## src/rtl/conv_frame_sched_if.sv

```systemverilog
// Signal bundle between the conv1 frame scheduler, the image memory, the convolution
// datapath and the result sink. The master side is the scheduler.
interface conv_frame_sched_if #(
  parameter int DATA_WIDTH     = 24,
  parameter int ADDR_WIDTH     = 10,
  parameter int OUT_ADDR_WIDTH = 10
);
  logic                          start;
  logic                          hold;
  logic                          busy;
  logic                          done;
  logic                          err;
  logic                          mem_en;
  logic [ADDR_WIDTH-1:0]         mem_addr;
  logic                          conv_valid_in;
  logic                          conv_valid_out;
  logic signed [DATA_WIDTH-1:0]  conv_data_out;
  logic                          out_valid;
  logic signed [DATA_WIDTH-1:0]  out_data;
  logic [OUT_ADDR_WIDTH-1:0]     out_addr;

  modport master (
    input  start, hold, conv_valid_out, conv_data_out,
    output busy, done, err, mem_en, mem_addr, conv_valid_in,
           out_valid, out_data, out_addr
  );

  modport slave (
    output start, hold, conv_valid_out, conv_data_out,
    input  busy, done, err, mem_en, mem_addr, conv_valid_in,
           out_valid, out_data, out_addr
  );
endinterface

```

## src/rtl/conv_frame_sched.sv

```systemverilog
// Frame scheduler for the conv1 datapath: raster-scans the image memory, strobes the datapath
// and forwards only results belonging to fully populated KxK windows, tagged with their index.
module conv_frame_sched #(
  parameter int DATA_WIDTH     = 24,
  parameter int IMG_W          = 28,
  parameter int IMG_H          = 28,
  parameter int K              = 5,
  parameter int CONV_LAT       = 3,
  parameter int ADDR_WIDTH     = 10,
  parameter int OUT_ADDR_WIDTH = 10
) (
  input  logic               clk,
  input  logic               rst,
  conv_frame_sched_if.master bus
);
  localparam int ROW_W   = (IMG_H > 1) ? $clog2(IMG_H) : 1;
  localparam int COL_W   = (IMG_W > 1) ? $clog2(IMG_W) : 1;
  localparam int PIPE_D  = CONV_LAT + 2;
  localparam int DRAIN_W = $clog2(CONV_LAT + 3);

  typedef enum logic [1:0] {S_IDLE, S_RUN, S_DRAIN, S_DONE} state_t;

  state_t                       r_state;
  state_t                       w_state_nxt;
  logic [ROW_W-1:0]             r_row;
  logic [COL_W-1:0]             r_col;
  logic [ROW_W-1:0]             w_row;
  logic [COL_W-1:0]             w_col;
  logic [ROW_W-1:0]             w_row_nxt;
  logic [COL_W-1:0]             w_col_nxt;
  logic [DRAIN_W-1:0]           r_drain;
  logic                         w_start_acc;
  logic                         w_issue;
  logic                         w_last_pix;
  logic                         w_win;
  logic                         w_accept;
  logic                         w_misalign;
  logic [ADDR_WIDTH-1:0]        w_pix_addr;

  // Index 0 is aligned with mem_en, index 1 with conv_valid_in, the top with conv_valid_out.
  logic [PIPE_D-1:0]            r_iss_pipe;
  logic [PIPE_D-1:0]            r_win_pipe;

  logic [ADDR_WIDTH-1:0]        r_mem_addr;
  logic                         r_busy;
  logic                         r_done;
  logic                         r_err;
  logic [OUT_ADDR_WIDTH-1:0]    r_out_cnt;
  logic                         r_out_valid;
  logic [OUT_ADDR_WIDTH-1:0]    r_out_addr;
  logic signed [DATA_WIDTH-1:0] r_out_data;

  // The accepting start cycle issues pixel (0,0) itself so mem_en follows start by one edge.
  always_comb begin
    w_state_nxt = r_state;
    w_start_acc = 1'b0;
    w_issue     = 1'b0;
    w_row       = r_row;
    w_col       = r_col;
    case (r_state)
      S_IDLE: begin
        if (bus.start) begin
          w_start_acc = 1'b1;
          w_state_nxt = S_RUN;
          w_row       = '0;
          w_col       = '0;
          w_issue     = !bus.hold;
        end
      end
      S_RUN:   w_issue = !bus.hold;
      S_DRAIN: begin
        if (r_drain == DRAIN_W'(CONV_LAT + 2)) w_state_nxt = S_DONE;
      end
      S_DONE:  w_state_nxt = S_IDLE;
      default: w_state_nxt = S_IDLE;
    endcase

    w_last_pix = (w_row == ROW_W'(IMG_H - 1)) && (w_col == COL_W'(IMG_W - 1));
    if (w_issue && w_last_pix) w_state_nxt = S_DRAIN;

    if (w_col == COL_W'(IMG_W - 1)) begin
      w_col_nxt = '0;
      w_row_nxt = w_row + ROW_W'(1);
    end else begin
      w_col_nxt = w_col + COL_W'(1);
      w_row_nxt = w_row;
    end

    w_win      = (w_row >= ROW_W'(K - 1)) && (w_col >= COL_W'(K - 1));
    w_pix_addr = ADDR_WIDTH'(int'(w_row) * IMG_W + int'(w_col));
  end

  assign w_accept   = bus.conv_valid_out && r_win_pipe[PIPE_D-1];
  assign w_misalign = ((r_state == S_RUN) || (r_state == S_DRAIN)) &&
                      (bus.conv_valid_out != r_iss_pipe[PIPE_D-1]);

  // ---- p0: control, scan counters and issue
  always_ff @(posedge clk or posedge rst) begin
    if (rst) begin
      r_state    <= S_IDLE;
      r_row      <= '0;
      r_col      <= '0;
      r_drain    <= '0;
      r_mem_addr <= '0;
      r_busy     <= 1'b0;
      r_done     <= 1'b0;
      r_err      <= 1'b0;
    end else begin
      r_state <= w_state_nxt;
      r_busy  <= (w_state_nxt == S_RUN) || (w_state_nxt == S_DRAIN);
      r_done  <= (w_state_nxt == S_DONE);
      if (w_issue) begin
        r_row      <= w_row_nxt;
        r_col      <= w_col_nxt;
        r_mem_addr <= w_pix_addr;
      end else if (w_start_acc) begin
        r_row <= '0;
        r_col <= '0;
      end
      r_drain <= (r_state == S_DRAIN) ? r_drain + DRAIN_W'(1) : '0;
      if (w_start_acc)     r_err <= 1'b0;
      else if (w_misalign) r_err <= 1'b1;
    end
  end

  // ---- p1..p(CONV_LAT+1): issue/window flags riding alongside the datapath
  always_ff @(posedge clk or posedge rst) begin
    if (rst) begin
      r_iss_pipe <= '0;
      r_win_pipe <= '0;
    end else begin
      r_iss_pipe <= {r_iss_pipe[PIPE_D-2:0], w_issue};
      r_win_pipe <= {r_win_pipe[PIPE_D-2:0], w_issue & w_win};
    end
  end

  // ---- p(CONV_LAT+2): forward gated results with their feature-map index
  always_ff @(posedge clk or posedge rst) begin
    if (rst) begin
      r_out_cnt   <= '0;
      r_out_valid <= 1'b0;
      r_out_addr  <= '0;
      r_out_data  <= '0;
    end else begin
      r_out_valid <= w_accept;
      if (w_accept) begin
        r_out_data <= bus.conv_data_out;
        r_out_addr <= r_out_cnt;
      end
      if (w_start_acc)   r_out_cnt <= '0;
      else if (w_accept) r_out_cnt <= r_out_cnt + OUT_ADDR_WIDTH'(1);
    end
  end

  assign bus.busy          = r_busy;
  assign bus.done          = r_done;
  assign bus.err           = r_err;
  assign bus.mem_en        = r_iss_pipe[0];
  assign bus.mem_addr      = r_mem_addr;
  assign bus.conv_valid_in = r_iss_pipe[1];
  assign bus.out_valid     = r_out_valid;
  assign bus.out_data      = r_out_data;
  assign bus.out_addr      = r_out_addr;
endmodule

```

## src/flat_wrapper.sv

```systemverilog
// flat-port wrapper written by rule: the top's interface ports become plain ports
module conv_frame_sched_flat 
#(
  parameter int DATA_WIDTH     = 24,
  parameter int IMG_W          = 28,
  parameter int IMG_H          = 28,
  parameter int K              = 5,
  parameter int CONV_LAT       = 3,
  parameter int ADDR_WIDTH     = 10,
  parameter int OUT_ADDR_WIDTH = 10
)
  (clk, rst, bus_start, bus_hold, bus_conv_valid_out, bus_conv_data_out, bus_busy, bus_done, bus_err, bus_mem_en, bus_mem_addr, bus_conv_valid_in, bus_out_valid, bus_out_data, bus_out_addr);
  conv_frame_sched_if #(.DATA_WIDTH(DATA_WIDTH), .ADDR_WIDTH(ADDR_WIDTH), .OUT_ADDR_WIDTH(OUT_ADDR_WIDTH)) bus_i ();
  input  logic clk;
  input  logic rst;
  input wire logic [$bits(bus_i.start)-1:0] bus_start;
  input wire logic [$bits(bus_i.hold)-1:0] bus_hold;
  input wire logic [$bits(bus_i.conv_valid_out)-1:0] bus_conv_valid_out;
  input wire logic [$bits(bus_i.conv_data_out)-1:0] bus_conv_data_out;
  output wire logic [$bits(bus_i.busy)-1:0] bus_busy;
  output wire logic [$bits(bus_i.done)-1:0] bus_done;
  output wire logic [$bits(bus_i.err)-1:0] bus_err;
  output wire logic [$bits(bus_i.mem_en)-1:0] bus_mem_en;
  output wire logic [$bits(bus_i.mem_addr)-1:0] bus_mem_addr;
  output wire logic [$bits(bus_i.conv_valid_in)-1:0] bus_conv_valid_in;
  output wire logic [$bits(bus_i.out_valid)-1:0] bus_out_valid;
  output wire logic [$bits(bus_i.out_data)-1:0] bus_out_data;
  output wire logic [$bits(bus_i.out_addr)-1:0] bus_out_addr;
  assign bus_i.start = bus_start;
  assign bus_i.hold = bus_hold;
  assign bus_i.conv_valid_out = bus_conv_valid_out;
  assign bus_i.conv_data_out = bus_conv_data_out;
  assign bus_busy = bus_i.busy;
  assign bus_done = bus_i.done;
  assign bus_err = bus_i.err;
  assign bus_mem_en = bus_i.mem_en;
  assign bus_mem_addr = bus_i.mem_addr;
  assign bus_conv_valid_in = bus_i.conv_valid_in;
  assign bus_out_valid = bus_i.out_valid;
  assign bus_out_data = bus_i.out_data;
  assign bus_out_addr = bus_i.out_addr;
  conv_frame_sched #(.DATA_WIDTH(DATA_WIDTH), .IMG_W(IMG_W), .IMG_H(IMG_H), .K(K), .CONV_LAT(CONV_LAT), .ADDR_WIDTH(ADDR_WIDTH), .OUT_ADDR_WIDTH(OUT_ADDR_WIDTH)) u_core (.clk(clk), .rst(rst), .bus(bus_i));
endmodule
```

## config.mk

```make
export PLATFORM = sky130hd
export DESIGN_NAME = conv_frame_sched_flat
export DESIGN_NICKNAME = d
export VERILOG_FILES = /design/src/rtl/conv_frame_sched_if.sv /design/src/rtl/conv_frame_sched.sv /design/src/flat_wrapper.sv
export SDC_FILE = /design/constraint.sdc
export NUM_CORES = 1
export LEC_CHECK = 0
export BUFFER_PORTS_ARGS = -buffer_cell sky130_fd_sc_hd__buf_2
export CAP_MARGIN = 20
export CORE_MARGIN = 1.5
export CORE_UTILIZATION = 55
export CTS_CLUSTER_DIAMETER = 40
export DETAILED_ROUTE_END_ITERATION = 10
export PLACE_DENSITY = 0.84
export SLEW_MARGIN = 20
export SYNTH_ARGS = -nofsm -noshare
export SYNTH_HDL_FRONTEND = slang
export SYNTH_SLANG_ARGS = --single-unit
```

## constraint.sdc

```tcl
create_clock -name clk -period 7.77 [get_ports clk]
set_clock_uncertainty 0.05 [all_clocks]
set_input_delay 0.777 -clock clk [delete_from_list [all_inputs] [get_ports clk]]
set_output_delay 0.777 -clock clk [all_outputs]
set_load 0.02 [all_outputs]
```

==> results of run 1 <==
==> sequential cells by signal, indices dropped and copies added, names as in the netlist <==
register	cells
u_core.bus.out_data	24
u_core.bus.mem_addr	10
u_core.bus.out_addr	10
u_core.r_out_cnt	10
u_core.r_col	5
u_core.r_iss_pipe	5
u_core.r_row	5
u_core.r_win_pipe	5
u_core.r_drain	3
u_core.r_state	2
u_core.bus.busy	1
u_core.bus.done	1
u_core.bus.err	1
u_core.bus.out_valid	1
==> area by class of cell <==
class                   count  area, sq um
multi-input cells         272         1612
clock buffers               9        123.9
well taps                  80        100.1
fillers                   544         2302
flip-flops and latches     83         2077
inverters                  16        61.31
repair buffers             80        405.4
clock inverters             7        75.07
==> layout by cell type, fill, tap and decap left out, types with 3 or more instances in the layout <==
cell type,n
a21oi_1,3
nand3_1,4
clkbuf_8,9
ha_1,20
buf_2,78
xor2_1,16
and3_1,4
o21ai_0,12
dfrtp_1,83
nand2_1,132
a21o_1,5
inv_1,15
clkinvlp_4,3
nor2_1,19
and2_1,7
fa_1,3
o31ai_1,3
xnor2_1,9
==> through the flow <==
stage               total power (W)  utilization [%]  cell area [sq um]
floorplan                 0.0006475                -               3809
global placement          0.0007025            62.94               4253
detailed placement        0.0007116            62.94               4253
CTS                        0.001025            65.89               4452
global route               0.001069            65.93               4454
finish                     0.001011            65.93               4454
==> cells by family (layout without fill, tap and decap cells) <==
| family | Yosys count | count (layout) |
|---|---|---|
| AO/OA/AOI/OAI | 34 | 34 |
| XOR/XNOR | 25 | 25 |
| adder cells (fa/ha/maj) | 23 | 23 |
| buffers and inverters | 30 | 112 |
| flip-flops | 83 | 83 |
| multiplexers | 1 | 1 |
| AND/OR/NAND/NOR | 189 | 189 |
==> power by group through the flow <==
stage / Clock (W) / Combinational [W] / Sequential (W)
2_1_floorplan: 0 / 0.000129 / 0.000518
3_3_place_gp: 0 / 0.000196 / 0.000506
3_5_place_dp: 0 / 0.000203 / 0.000508
4_1_cts: 0.000318 / 0.000206 / 0.000500
5_1_grt: 0.000334 / 0.000229 / 0.000506
6_report: 0.000308 / 0.000203 / 0.000501
==> worst max path at each step <==
stage                                           start                            endpoint
after CTS                 u_core.r_state[0]$_DFF_PP0_  u_core.bus.mem_addr[9]$_DFFE_PP0P_
after detailed placement                    bus_start  u_core.bus.mem_addr[9]$_DFFE_PP0P_
after global placement                      bus_start  u_core.bus.mem_addr[9]$_DFFE_PP0P_
after floorplan                             bus_start  u_core.bus.mem_addr[9]$_DFFE_PP0P_
final                     u_core.r_state[0]$_DFF_PP0_  u_core.bus.mem_addr[9]$_DFFE_PP0P_
after global routing      u_core.r_state[0]$_DFF_PP0_  u_core.bus.mem_addr[8]$_DFFE_PP0P_
==> metal layers <==
metal | up-vias | track usage, %
li1 | 1397 | -
met5 | - | 0
met3 | 16 | 5.238
met2 | 73 | 38.51
met4 | 0 | 8.065
met1 | 1355 | 27.02
==> results.yml, run 1 <==
cts:
  cts-root-buf: "clkbuf_8"
  cts_resized: 0
  path_clk_slew_ns: 0.08
  cts.sinks: 83
  clk_latency_ns: 0.35
  cts_max_path_buffers: 2
  ctsHoldBuffers: 0
  tritoncts: "yes"
  post_cts_buffers: 0
  cts_buffers: 9
  htreeDepth: 3
global_route:
  grt_overflow: 0
  grt_pass1_wl_um: 12720
  antenna_found_initial: 0
  grt_pass1_vias: 2821
  grt.total_usage_pct: 22.13
  grt_max_degree: 67
critical_path:
  cp.arrival_ns: 3.90
  cpPeakStageDelay_ns: 0.52
  path_cells: "inv_1 > ha_1 > nand2_1 > and2_1 > inv_1 > fa_1 > inv_1 > ha_1 > a211oi_1 > nor3b_1 > or2_0 > o31a_1 > o31ai_1"
  cpMostUsedCell: "inv_1"
  crit_required_ns: 7.98
  end_kind: "register"
  r2r_start: "u_core.r_state[0]$_DFF_PP0_"
  r2r_cells: 13
  path_buf_inv: 3
  crit_type: "register to register"
  cp.depth: 13
  worst-r2r-setup-slack_ns: 4.08
  r2r-end: "u_core.bus.mem_addr[9]$_DFFE_PP0P_"
  cp_slowest_cell: "fa_1"
  critPathMaxFanout: 12
  crit_family: "adder cells"
  crit_path_start_kind: "register"
routing:
  drt-initial-drc-count: 132
  drt-met1-wl_um: 3282
  via_count: 2841
  totalWireLength_um: 7403
  drtAntennaViolNets: 0
  route.detailed.drc: 0
  firstDrtPassIters: 4
  wl_per_cell_um: 13.53
  vias_per_cell: 5.194
  met3_length_um: 333
  top_layer: "met4"
  route.met2.wl_um: 3667
power:
  p_sw_share_pct: 30.95
  p_clk_share_pct: 30.5
  pwr-share-comb_pct: 20.0
  vdd_drop_max_uv: 125.5
  p_switching_w: 0.0003130
  powerDensity_nw_per_um2: 227.1
  intPower_w: 0.0006984
  leakagePower_nw: 2.577
  seq_power_share_pct: 49.5
sta:
  max_freq_mhz: 270.7
  drv_slew: 0
  layout_min_cycle_time_ns: 3.694
  hold_viol_final: 0
  relSlewSlack_pct: 48.13
  finalCritPeriodShare_pct: 47.54
  holdWs_ns: 0.2962
  setup_viol: 0
  final.setup.tns_ns: 0
  rsz0062_at_grt: "false"
  tightest_slew_ns: 0.7780
  setup_slack_ns: 4.076
yosys:
  yosysSeqAreaShare_pct: 54.53
  synth_edf_count: 0
  netlist_area_sq_um: 3809
  synth_fa_ha_area_share_pct: 8.147
  ys.flop_type: "dfrtp_1"
  async_flop_share_pct: 100.0
  syn_area_per_cell_sq_um: 9.893
  yosysUniqueCellTypes: 46
  synth_mux_area_share_pct: 0.2628
  yosysTopAreaCell: "dfrtp_1"
  synth_top_family_by_area: "simple AND/OR/NAND/NOR gates"
  synthTopCellsByArea: "dfrtp_1 (55%), nand2_1 (13%), ha_1 (6.6%), xor2_1 (3.7%), xnor2_1 (2.1%)"
  yosys_warnings: 0
  yosysMostFrequentCell: "nand2_1"
  ys_ff_latch: 83
  synth_top_area_share_pct: 54.53
  synthSimpleGateAreaFrac_pct: 22.14
  postSynthCellCount: 385
  synth_xor_xnor_area_share_pct: 5.749
  syn-num-nets: 437
  synth_compound_area_share_pct: 5.946
  yosys-top-cells-count: "nand2_1 (133), dfrtp_1 (83), ha_1 (20), nor2_1 (19)"
worst_hold_path:
  min_path_type: "primary input to asynchronous set/reset pin"
floorplan:
  start_util_pct: 56.37
  core-area_sq_um: 6756
  io_pins: 79
  rows: 30
  die-area_sq_um: 7433
  die_x_um: 86.22
  die_h_um: 86.22
finish:
  drive_gt1_share_pct: 22.70
  fin_cells: 547
  fin_nets: 514
  syn_to_final_growth_pct: 16.95
  antenna_cells: 0
place:
  numPortBuffers: 78
  place_ws_ns: 3.996
  dp_cells: 531
  gp_congestion: 0.8572
  hpwl_um: 5337
status:
  outcome: "completed"
job:
  drv_cap: 0
(Power assumes the default switching activity.)
==> inputs of run 2 (changes only) <==
- CORE_UTILIZATION: 55 -> 54
- PLACE_DENSITY: 0.84 -> 0.83
- clock period: 7.77 -> 3.68 ns (I/O delays scaled with it)
==> results.yml, run 2 (synthesized netlist as in run 1, its figures left out) <==
power:
  powerDensity_nw_per_um2: 485.0
  p_clk_share_pct: 32.2
  p_switching_w: 0.0006526
  pwr-share-comb_pct: 19.6
  p_sw_share_pct: 29.76
  intPower_w: 0.001541
  leakagePower_nw: 2.601
  vdd_drop_max_uv: 390.3
  seq_power_share_pct: 48.1
  report.power.total_w: 0.002193
floorplan:
  core-area_sq_um: 6794
  rows: 30
  die_x_um: 86.98
  io_pins: 79
  die-area_sq_um: 7566
  start_util_pct: 56.06
  die_h_um: 86.98
critical_path:
  crit_path_start_kind: "register"
  cpPeakStageDelay_ns: 0.52
  cp_slowest_cell: "fa_1"
  cpMostUsedCell: "inv_1"
  crit_type: "register to register"
  crit_required_ns: 3.88
  path_cells: "inv_1 > ha_1 > nand2_1 > and2_1 > inv_1 > fa_1 > inv_1 > fa_1 > a21o_1 > a21oi_1 > xor2_1 > o31a_1 > o31ai_1"
  end_kind: "register"
  cp.arrival_ns: 3.65
  critPathMaxFanout: 5
cts:
  clk_latency_ns: 0.34
  post_cts_buffers: 0
  htreeDepth: 3
  cts-root-buf: "clkbuf_8"
  path_clk_slew_ns: 0.09
  ctsHoldBuffers: 0
  cts_buffers: 9
  cts.sinks: 83
  tritoncts: "yes"
  cts_max_path_buffers: 2
finish:
  syn_to_final_growth_pct: 18.73
  multi_input_area_sq_um: 1624
  final_cell_mix: "nand2_1 (133), dfrtp_1 (83), buf_2 (78)"
  nFillCells: 558
  fin_nets: 516
  antenna_cells: 0
  drive_gt1_share_pct: 23.29
  final_common_cell: "nand2_1"
  seqCellArea_sq_um: 2077
  largest_reg_flops: 24
  fin_cells: 564
place:
  dp_cells: 549
  hpwl_um: 5232
  place_ws_ns: 0.2679
  gp_congestion: 0.7973
  numPortBuffers: 78
sta:
  max_freq_mhz: 290.0
  rsz0062_at_grt: "false"
  setup_slack_ns: 0.2318
  tightest_slew_ns: 0.6503
  drv_slew: 0
  relSlewSlack_pct: 56.65
  finalCritPeriodShare_pct: 93.70
  final.setup.tns_ns: 0
  hold_viol_final: 0
  layout_min_cycle_time_ns: 3.448
  setup_viol: 0
routing:
  totalWireLength_um: 7548
  route.detailed.drc: 0
  firstDrtPassIters: 4
  drtAntennaViolNets: 0
  via_count: 2880
  wl_per_cell_um: 13.38
  drt-initial-drc-count: 186
  vias_per_cell: 5.106
worst_hold_path:
  min_path_type: "primary input to asynchronous set/reset pin"
job:
  drv_cap: 0
global_route:
  grt_pass1_vias: 2764
  antenna_found_initial: 0
  grt.total_usage_pct: 21.62
  grt_overflow: 0
  grt_max_degree: 69
  grt_pass1_wl_um: 12600
status:
  outcome: "completed"
run 2: cell types whose count changed in the layout (fill, tap and decap cells not counted):
cell and change:
nand2_1 +1, a211oi_1 -1, nand2_2 -1, xor2_2 +1, buf_4 +2, inv_6 -2, nor2_2 +1, bufinv_16 +1
clkinv_2 -1, xor2_1 -1, nor2_1 -1, a211oi_2 +1, clkinv_4 +4, clkinvlp_4 -3
run 2: through the flow:
step,instance area [sq um],utilization [%],hold WS (ns)
6_report,4522,66.56,0.02700
5_1_grt,4522,66.56,0.05296
4_1_cts,4507,66.34,0.03885
3_5_place_dp,4292,63.17,0.2871
3_3_place_gp,4288,63.11,0.2832
2_1_floorplan,3809,-,0.2812
run 2: area by class of cell:
| type | count | area share (%) |
|---|---|---|
| well taps | 96 | 2.656 |
| repair buffers | 82 | 9.297 |
| inverters | 16 | 1.439 |
| multi-input cells | 272 | 35.92 |
| clock buffers | 9 | 2.739 |
| flip-flops and latches | 83 | 45.93 |
| clock inverters | 6 | 2.020 |
run 2: worst paths after layout:
check	startpoint	endpoint	slack, ns	cells past startpoint
setup / recovery	u_core.r_state[0]$_DFF_PP0_	u_core.bus.mem_addr[9]$_DFFE_PP0P_	0.23	13
hold / removal	rst	u_core.bus.out_data[3]$_DFFE_PP0P_	0.03	2
setup reg to reg	u_core.r_state[0]$_DFF_PP0_	u_core.bus.mem_addr[9]$_DFFE_PP0P_	0.23	13
hold reg to reg	u_core.r_win_pipe[0]$_DFF_PP0_	u_core.r_win_pipe[1]$_DFF_PP0_	0.30	0
max in group asynchronous	rst	u_core.r_col[4]$_DFFE_PP0P_	2.89	3
min in group clk	bus_conv_data_out[10]	u_core.bus.out_data[10]$_DFFE_PP0P_	0.15	3
run 2: timing repair:
action	4_1_cts	5_1_grt
hold endpoints to repair	0	0
resized for setup	0	3
endpoints found under the setup margin	0	2
run 2: power by group through the flow:
stage | sequential [W] | combinational (W) | clock, W
3_3_place_gp | 0.00107 | 0.000414 | 0
2_1_floorplan | 0.00109 | 0.000272 | 0
6_report | 0.00106 | 0.000431 | 0.000707
4_1_cts | 0.00105 | 0.000432 | 0.000723
5_1_grt | 0.00106 | 0.000485 | 0.000763
3_5_place_dp | 0.00107 | 0.000426 | 0
run 2: critical path: cells and delay by family (launching register included):
kind                     cells  cell delay [ns]
AND/OR/NAND/NOR              2             0.39
AO/OA/AOI/OAI                4             0.85
XOR/XNOR                     1             0.13
adder cells (fa/ha/maj)      3             1.26
buffers and inverters        3             0.28
flip-flops                   1             0.39
run 2: routing by layer:
layer | track usage (%) | vias to the layer above | share of wire, % | routed length [um]
li1 | - | 1392 | - | -
met1 | 27.85 | 1403 | 44 | 3342
met2 | 36.29 | 79 | 50 | 3765
met3 | 4.834 | 6 | 4.8 | 365
met4 | 7.185 | 0 | 0.98 | 74
met5 | 0 | - | 0 | 0
